==> config.mk <==
export PLATFORM = sky130hd
export DESIGN_NAME = uart_trans_secded_gen
export DESIGN_NICKNAME = d
export VERILOG_FILES = /design/src/rtl/uart_trans_secded_gen_pkg.sv /design/src/rtl/uart_trans_secded_gen_fifo.sv /design/src/rtl/uart_trans_secded_gen.sv
export SDC_FILE = /design/constraint.sdc
export NUM_CORES = 1
export LEC_CHECK = 0
export CAP_MARGIN = 20
export CORE_MARGIN = 2
export CORE_UTILIZATION = 25
export DETAILED_ROUTE_END_ITERATION = 10
export GPL_TIMING_DRIVEN = 0
export PLACE_DENSITY_LB_ADDON = 0.05
export SYNTH_ARGS = -nofsm -noshare
export SYNTH_HDL_FRONTEND = slang
export SYNTH_SLANG_ARGS = --single-unit
==> constraint.sdc <==
create_clock -name clk -period 3.5 [get_ports clk]
set_input_delay 0.875 -clock clk [delete_from_list [all_inputs] [get_ports clk]]
set_output_delay 0.875 -clock clk [all_outputs]
set_load 0.03 [all_outputs]
==> src/rtl/uart_trans_secded_gen_pkg.sv <==
// Shared types and helpers for the SEC-DED UART transmitter.
// FSM states, status bit positions, parity codes and the (8,4) encoder.
package uart_trans_secded_gen_pkg;

    typedef enum logic [2:0] {
        IDLE,
        LOAD,
        START,
        DATA,
        PARITY,
        STOP
    } state_t;

    localparam int ST_FULL  = 2;
    localparam int ST_EMPTY = 1;
    localparam int ST_BUSY  = 0;

    localparam int PARITY_NONE = 0;
    localparam int PARITY_EVEN = 1;
    localparam int PARITY_ODD  = 2;

    // byte = {d3,d2,d1,p4,d0,p2,p1,p0}, p0 is overall parity
    function automatic logic [7:0] secded_enc84(input logic [3:0] d);
        logic p1, p2, p4, p0;
        p1 = d[0] ^ d[1] ^ d[3];
        p2 = d[0] ^ d[2] ^ d[3];
        p4 = d[1] ^ d[2] ^ d[3];
        p0 = ^{d[3], d[2], d[1], p4, d[0], p2, p1};
        return {d[3], d[2], d[1], p4, d[0], p2, p1, p0};
    endfunction

endpackage

==> src/rtl/uart_trans_secded_gen_fifo.sv <==
// Synchronous word FIFO feeding the transmitter.
// Ports: clk, reset_n, wr/din push, rd/dout pop (show-ahead), full, empty.
module uart_trans_secded_gen_fifo #(
    parameter int WIDTH = 8,
    parameter int DEPTH = 16
) (
    input  logic             clk,
    input  logic             reset_n,
    input  logic             wr,
    input  logic             rd,
    input  logic [WIDTH-1:0] din,
    output logic [WIDTH-1:0] dout,
    output logic             full,
    output logic             empty
);

    localparam int AW = $clog2(DEPTH);
    localparam logic [AW:0] FULL_CNT = DEPTH[AW:0];

    logic [WIDTH-1:0] mem [DEPTH];
    logic [AW-1:0]    wptr;
    logic [AW-1:0]    rptr;
    logic [AW:0]      count;
    logic             do_wr;
    logic             do_rd;

    assign full  = (count == FULL_CNT);
    assign empty = (count == '0);
    // a full FIFO refuses the push even when a pop happens alongside
    assign do_wr = wr && !full;
    assign do_rd = rd && !empty;
    assign dout  = mem[rptr];

    always_ff @(posedge clk) begin
        if (do_wr) mem[wptr] <= din;
    end

    always_ff @(posedge clk or negedge reset_n) begin
        if (!reset_n) begin
            wptr  <= '0;
            rptr  <= '0;
            count <= '0;
        end else begin
            if (do_wr) wptr <= wptr + 1'b1;
            if (do_rd) rptr <= rptr + 1'b1;
            case ({do_wr, do_rd})
                2'b10:   count <= count + 1'b1;
                2'b01:   count <= count - 1'b1;
                default: count <= count;
            endcase
        end
    end

endmodule

==> src/rtl/uart_trans_secded_gen.sv <==
// UART TX: FIFO-buffered words sent as SEC-DED nibble frames or raw bytes.
// Ports: trans/bus_data_in push, tx line, status {full,empty,busy}, s_tick.
module uart_trans_secded_gen
    import uart_trans_secded_gen_pkg::*;
#(
    parameter int DATA_SIZE   = 8,
    parameter int SIZE_FIFO   = 16,
    parameter int SYS_FREQ    = 50000000,
    parameter int BAUD_RATE   = 115200,
    parameter int SAMPLE      = 16,
    parameter int ECC_EN      = 1,
    parameter int PARITY_MODE = 0,
    parameter int STOP_BITS   = 1
) (
    input  logic                 clk,
    input  logic                 reset_n,
    input  logic                 trans,
    input  logic [DATA_SIZE-1:0] bus_data_in,
    output logic                 tx,
    output logic [2:0]           TX_status_register,
    output logic                 wait_request,
    output logic                 s_tick,
    output logic                 waiting_nibble
);

    localparam int BAUD_DVSR = SYS_FREQ / (SAMPLE * BAUD_RATE);
    localparam int FPW = (ECC_EN != 0) ? DATA_SIZE / 4 : DATA_SIZE / 8;
    localparam int FW  = (FPW > 1) ? $clog2(FPW) : 1;
    localparam int CW  = $clog2(BAUD_DVSR);
    localparam int TW  = $clog2(SAMPLE);

    localparam logic [CW-1:0] CNT_TOP   = CW'(BAUD_DVSR - 1);
    localparam logic [CW-1:0] CNT_PRE   = CW'(BAUD_DVSR - 2);
    localparam logic [TW-1:0] TICK_TOP  = TW'(SAMPLE - 1);
    localparam logic [FW-1:0] FRAME_TOP = FW'(FPW - 1);
    localparam logic          STOP_TOP  = 1'(STOP_BITS - 1);

    state_t               state, nstate;
    logic [CW-1:0]        baud_cnt;
    logic [TW-1:0]        tcnt, ntcnt;
    logic [2:0]           bit_idx, nbit;
    logic                 stop_idx, nstop;
    logic [FW-1:0]        frame_idx, nframe;
    logic [DATA_SIZE-1:0] word;
    logic [DATA_SIZE-1:0] fifo_dout;
    logic                 fifo_full, fifo_empty, fifo_rd;
    logic                 pre_tick, bit_end, in_frame;
    logic                 frame_last, stop_last;
    logic [3:0]           nib;
    logic [7:0]           raw, fbyte;
    logic                 par_bit;

    uart_trans_secded_gen_fifo #(
        .WIDTH(DATA_SIZE),
        .DEPTH(SIZE_FIFO)
    ) u_fifo (
        .clk    (clk),
        .reset_n(reset_n),
        .wr     (trans),
        .rd     (fifo_rd),
        .din    (bus_data_in),
        .dout   (fifo_dout),
        .full   (fifo_full),
        .empty  (fifo_empty)
    );

    always_ff @(posedge clk or negedge reset_n) begin
        if (!reset_n) baud_cnt <= '0;
        else if (baud_cnt == CNT_TOP) baud_cnt <= '0;
        else baud_cnt <= baud_cnt + 1'b1;
    end

    assign s_tick   = (baud_cnt == CNT_TOP);
    // one cycle ahead of s_tick: lets LOAD sit on the tick cycle so
    // the next start bit lines up with the bit grid
    assign pre_tick = (baud_cnt == CNT_PRE);
    assign bit_end  = s_tick && (tcnt == TICK_TOP);

    assign in_frame   = (state == START) || (state == DATA) ||
                        (state == PARITY) || (state == STOP);
    assign frame_last = (frame_idx == FRAME_TOP);
    assign stop_last  = (stop_idx == STOP_TOP);

    always_ff @(posedge clk or negedge reset_n) begin
        if (!reset_n) begin
            state     <= IDLE;
            tcnt      <= '0;
            bit_idx   <= '0;
            stop_idx  <= 1'b0;
            frame_idx <= '0;
            word      <= '0;
        end else begin
            state     <= nstate;
            tcnt      <= ntcnt;
            bit_idx   <= nbit;
            stop_idx  <= nstop;
            frame_idx <= nframe;
            if (fifo_rd) word <= fifo_dout;
        end
    end

    always_comb begin
        nstate  = state;
        ntcnt   = tcnt;
        nbit    = bit_idx;
        nstop   = stop_idx;
        nframe  = frame_idx;
        fifo_rd = 1'b0;
        if (in_frame && s_tick) ntcnt = bit_end ? '0 : tcnt + 1'b1;
        unique case (state)
            IDLE: begin
                if (!fifo_empty && pre_tick) nstate = LOAD;
            end
            LOAD: begin
                fifo_rd = 1'b1;
                ntcnt   = '0;
                nframe  = '0;
                nstate  = START;
            end
            START: begin
                if (bit_end) begin
                    nbit   = '0;
                    nstate = DATA;
                end
            end
            DATA: begin
                if (bit_end) begin
                    nbit = bit_idx + 1'b1;
                    if (bit_idx == 3'd7) begin
                        nstop  = 1'b0;
                        nstate = (PARITY_MODE != PARITY_NONE) ? PARITY : STOP;
                    end
                end
            end
            PARITY: begin
                if (bit_end) begin
                    nstop  = 1'b0;
                    nstate = STOP;
                end
            end
            STOP: begin
                if (tcnt == TICK_TOP && stop_last && frame_last) begin
                    // end of word: chain straight into the next one
                    if (!fifo_empty && pre_tick) nstate = LOAD;
                    else if (s_tick) nstate = IDLE;
                end else if (bit_end) begin
                    if (stop_last) begin
                        nframe = frame_idx + 1'b1;
                        nstate = START;
                    end else begin
                        nstop = 1'b1;
                    end
                end
            end
            default: nstate = IDLE;
        endcase
    end

    always_comb begin
        nib     = 4'(word >> {frame_idx, 2'b00});
        raw     = 8'(word >> {frame_idx, 3'b000});
        fbyte   = (ECC_EN != 0) ? secded_enc84(nib) : raw;
        par_bit = (^fbyte) ^ (PARITY_MODE == PARITY_ODD);
    end

    always_comb begin
        tx = 1'b1;
        unique case (state)
            START:   tx = 1'b0;
            DATA:    tx = fbyte[bit_idx];
            PARITY:  tx = par_bit;
            default: tx = 1'b1;
        endcase
    end

    assign waiting_nibble     = in_frame && !frame_last;
    assign wait_request       = fifo_full;
    assign TX_status_register = {fifo_full, fifo_empty, state != IDLE};

endmodule
# After elaboration in Yosys (flattened, before gate mapping)
# Memory sizes are Yosys's and may differ from the RTL's. A register that Yosys moved wholly into a read port is not among the register bits.
# Cells that the tools add are included.
# totals
n_memories,1
in_bits,11
mem_bits_rw,128
regBits,30
out_inout_bits,7
# memory_table
memory,words,word_bits,rd,rd_clocked_by_memory_dff,write_ports,line,source
u_fifo.mem,16,8,1,1,1,uart_trans_secded_gen_fifo.sv:20,logic [WIDTH-1:0] mem [DEPTH];
# classes
n_eq_ne,23
mux,36
shifts,1
magnitude_cmp,1
n_reduce_logical,29
bitwise,7
add_sub_neg,8
# ops
cell,n
2-to-1 mux 3 bit,12
case mux 3 bit (6 select lines),1
"== test 5 bit, second input constant",3
"inequality test 2 bit, second input constant",7
2-to-1 mux 1 bit,13
"adder 4 x 1 -> 4 bit, second input constant",3
2-to-1 mux 4 bit,3
"adder 5 x 1 -> 5 bit, second input constant",2
case mux 5 bit (2 select lines),1
"== test 3 bit, second input constant",3
logical AND 1 bit,8
AND reduction 8 bit,1
nonzero test 2 bit,4
XOR reduction 8 bit,1
right shift 8 x 3 -> 4 bit,1
XOR reduction 7 bit,1
"== test 3 x 2 -> 1 bit, second input constant",2
"inequality test 3 x 2 -> 1 bit, second input constant",2
case mux 1 bit (3 select lines),2
case mux 3 bit (2 select lines),1
AND reduction 6 bit,1
nonzero test 3 bit,2
bitwise XOR 1 bit,6
zero test 5 bit,1
other kinds (19),24

# Longest topological paths before layout
# logic_depth
depth_word,7
depth_mapped,13
depth_no_buf,12

# By module
# A second synthesis with hierarchy kept.
# hier_totals
cells_unflattened,472
area_unflattened_um2,7219.4
# by_module_without_submodules
module,area_each_um2,seq_area_each_um2,n_inst,cells_per_inst
uart_trans_secded_gen_fifo,5779.3,4169.0,1,332
uart_trans_secded_gen,1440.1,600.6,1,140

# Worst setup path before layout
# OpenSTA, ideal clock, no wires.
# synth_path
path_type,flip-flop to output port
startpoint,register bit_idx[0]
endpoint,output port tx
required_ps,2625
slack_ps,644
path_buffers,0
arrival_ps,1981
stages_incl_launch_ff,6
path_cell_list,dfrtp_1 > mux2i_1 > mux2_2 > a221oi_1 > mux2_2 > nor2_1
# synth_between
elab_chain_cells,3
# synth_rtl
item,line,source
start: declaration,uart_trans_secded_gen.sv:41,"logic [2:0] bit_idx, nbit;"
start signal: assignment,uart_trans_secded_gen.sv:95,bit_idx <= nbit;
binary-select mux 1 bit (select 3 bit),uart_trans_secded_gen.sv:170,DATA: tx = fbyte[bit_idx];
2-to-1 mux 1 bit (not written as such),uart_trans_secded_gen.sv:170,
case mux 1 bit (3 select lines),uart_trans_secded_gen.sv:168,unique case (state)
end: declaration,uart_trans_secded_gen.sv:19,"output logic tx,"
# Every way passes these cells. The select of a mux whose other input is x is not followed.

# Worst setup path after layout
# Ends and elaborated chain as after synthesis.

==> flow_summary_export.csv <==
group,metric,value,unit
layout,layout_commonest_cell,"edfxtp_1",
routing,drtIter0Drc,181,
routing,drtPass1Iterations,4,
logic_synthesis,synth_seq_area_share,66.5,%
setup_path,start_kind,"flip-flop",
layout,finalNonFillerCells,874,
clocking,cts_tree,"yes",
power_and_ir_drop,p_clk_share,28.8,%
logic_synthesis,synth_nets,466,
place,place.gp.congestion,0.707,
setup_path,critPathKind,"reg -> out",
flow_run,drv_cap,0,
power_and_ir_drop,netSwitchingFraction,33.2,%
floorplan,die-width,173,um
timing,finClkSkew,0.0117,ns
routing,routed_via_density,4.30,
power_and_ir_drop,power.net_switching,2210,uW
timing,setup_slack,0.159,ns
timing,max_slew_margin,37.6,%
setup_path,cp.arrival,2.47,ns
floorplan,core-area,0.0285,mm^2
floorplan,initial_core_util,25.2,%
logic_synthesis,synth_edf_count,128,
global_route,antenna_found_initial,0,
logic_synthesis,synthFlopType,"edfxtp_1",
setup_path,end_kind,"output pin",
logic_synthesis,yosys_warnings,0,
logic_synthesis,synth_top_cells_by_area,"edfxtp_1, dfrtp_1, mux4_1",
outcome,status,"completed",
layout,final_nets,504,
global_route,grt_overflow,0,
clocking,path_clk_slew,0.07,ns
power_and_ir_drop,p_per_area,786,mW/mm^2
clocking,cts_hold_buffers,0,
setup_path,cp.required,2.62,ns
layout,layout-drive-gt1-share,17.1,%
timing,holdWs,0.350,ns
timing,setup_viol,0,
logic_synthesis,synth_cells,439,
floorplan,num_rows,62,
clocking,clock_sinks,165,
logic_synthesis,ys_seq_elements,165,
clocking,cts_buffer_depth,2,
timing,fin_setup_tns,0,ns
timing,rsz0062_at_grt,"false",
power_and_ir_drop,combinationalPowerShare,33.1,%
routing,wl_per_cell,18.8,um
layout,antenna_cells,0,
clocking,cts_buffers,17,
timing,period_minus_slack,3.34,ns
logic_synthesis,syn_avg_cell_area,16.3,um^2
routing,num_vias,3759,
setup_path,cp_max_fo,5,
logic_synthesis,async_reset_ff_share,22.4,%
layout,final_cell_mix,"edfxtp_1, dfrtp_1, nor2_1",
clocking,cts-root-buf,"clkbuf_16",
floorplan,num_io_pins,18,
timing,maxSlewViolCount,0,
floorplan,fp.dieArea,0.0301,mm^2
floorplan,dieHeight,173,um
logic_synthesis,synth_cell_types,47,
min_path,min-delay-path-class,"in -> async",
routing,drtAntennaViolNets,0,
place,place_ws,0.0414,ns
layout,nFillCells,2859,
place,hpwl,10.9,mm
routing,drc,0,
logic_synthesis,synth_top_area_cell,"edfxtp_1",
timing,tightest_slew,0.933,ns
power_and_ir_drop,leakagePower,0.00297,uW
routing,routed_wl,16.5,mm
place,portBuffers,17,
global_route,grt_pass1_wl,24.8,mm
power_and_ir_drop,p_seq_share,38.0,%
timing,period_share,95.4,%
logic_synthesis,synth_top_cell_area_share,53.6,%
clocking,clk_latency,0.43,ns
logic_synthesis,netlist_area,0.00718,mm^2
clocking,htree_levels,4,
global_route,grt_usage,11.4,%
power_and_ir_drop,ir_drop,0.000320,V
timing,fmax,299,MHz
place,dp_cells,841,
power_and_ir_drop,p_int,4450,uW
global_route,grt_pass1_vias,3900,
timing,hold_violations,0,
global_route,grt_max_degree,27,
layout,area_delta_synth_final,18.1,%
-- power groups by stage --
stage / Clock (uW) / Sequential [uW] / Combinational [uW]
floorplan: 0 / 2530 / 1570
global placement: 0 / 2570 / 2240
detailed placement: 0 / 2580 / 2260
CTS: 1980 / 2540 / 2270
global route: 2070 / 2570 / 2430
finish: 1920 / 2540 / 2210
-- cells in the mapped netlist (all sizes together) (3+ instances only) --
| library cell | count |
|---|---|
| xor2 | 8 |
| nor2b | 5 |
| nor2 | 30 |
| xnor2 | 9 |
| inv | 14 |
| buf | 16 |
| clkbuf | 10 |
| a31oi | 3 |
| nand2 | 19 |
| nand2b | 5 |
| dfrtp | 37 |
| edfxtp | 128 |
| mux2 | 13 |
| mux4 | 32 |
| mux2i | 14 |
| and2 | 3 |
| and3 | 3 |
| o21ai | 14 |
| a221o | 8 |
| a21oi | 8 |
| nor3 | 16 |
| ha | 15 |
| nand3 | 6 |
-- per-stage QoR --
| step | power (uW) | utilization (%) | instance area (um^2) |
|---|---|---|---|
| 6_report | 6670 | 29.8 | 8480 |
| 5_1_grt | 7060 | 29.8 | 8480 |
| 4_1_cts | 6790 | 29.7 | 8460 |
| 3_5_place_dp | 4840 | 27.6 | 7860 |
| 3_3_place_gp | 4810 | 27.5 | 7830 |
| 2_1_floorplan | 4110 | - | 7180 |
-- timing repair --
action,in CTS,in global routing
gates resized for setup,4,4
cloned,0,0
setup endpoints to repair,1,2
buffers inserted,0,1
-- sequential cells by signal (all words and copies together) (netlist names) --
signal        count
baud_cnt          5
bit_idx           3
frame_idx         1
state             3
tcnt              4
u_fifo.count      5
u_fifo.mem      128
u_fifo.rptr       4
u_fifo.wptr       4
word              8
-- cell families (layout without fill, tap and decap cells) --
family	after synthesis	in the layout	synth area share [%]
AO/OA/AOI/OAI	42	42	3.96
buffers and inverters	40	91	2.82
AND/OR/NAND/NOR	100	100	6.87
multiplexers	59	59	14.9
adder cells (fa/ha/maj)	16	16	2.89
flip-flops	165	165	66.5
XOR/XNOR	17	17	2.07
-- routing by layer --
layer / global-route usage (%) / routed length, um
met3: 2.65 / 391
met4: 3.50 / 148
met2: 18.1 / 7750
met5: 0 / 0
met1: 15.5 / 8170
-- path summary, 6_finish.rpt --
| path | from | endpoint | slack (ns) | depth (start not counted) |
|---|---|---|---|---|
| setup / recovery | bit_idx[0] | tx | 0.16 | 6 |
| hold / removal | reset_n | baud_cnt[2] | 0.35 | 1 |
| setup reg to reg | state[1] | u_fifo.count[4] | 0.46 | 13 |
| hold reg to reg | baud_cnt[0] | baud_cnt[0] | 0.52 | 1 |
| max in group asynchronous | reset_n | word[7] | 2.68 | 2 |
| min in group clk | baud_cnt[0] | baud_cnt[0] | 0.52 | 1 |
-- layout make-up --
cell class | count | area (um^2) | area share [%]
Buffer | 26 | 153 | 1.80
Clock buffer | 18 | 429 | 5.06
Clock inverter | 14 | 163 | 1.92
Inverter | 14 | 52.6 | 0.620
Multi-Input combinational cell | 234 | 2240 | 26.4
Sequential cell | 165 | 4770 | 56.3
Tap cell | 384 | 480 | 5.67
Timing Repair Buffer | 19 | 194 | 2.29
-- worst max-delay path, stage by stage (launching register included) --
cell and delay [ns]:
dfrtp_2 0.44, mux2i_2 0.26, mux2_2 0.37, a221oi_2 0.19, mux2_2 0.36, nor2_1 0.11
clkdlybuf4s15_2 0.31
(Power assumes the default switching activity.)
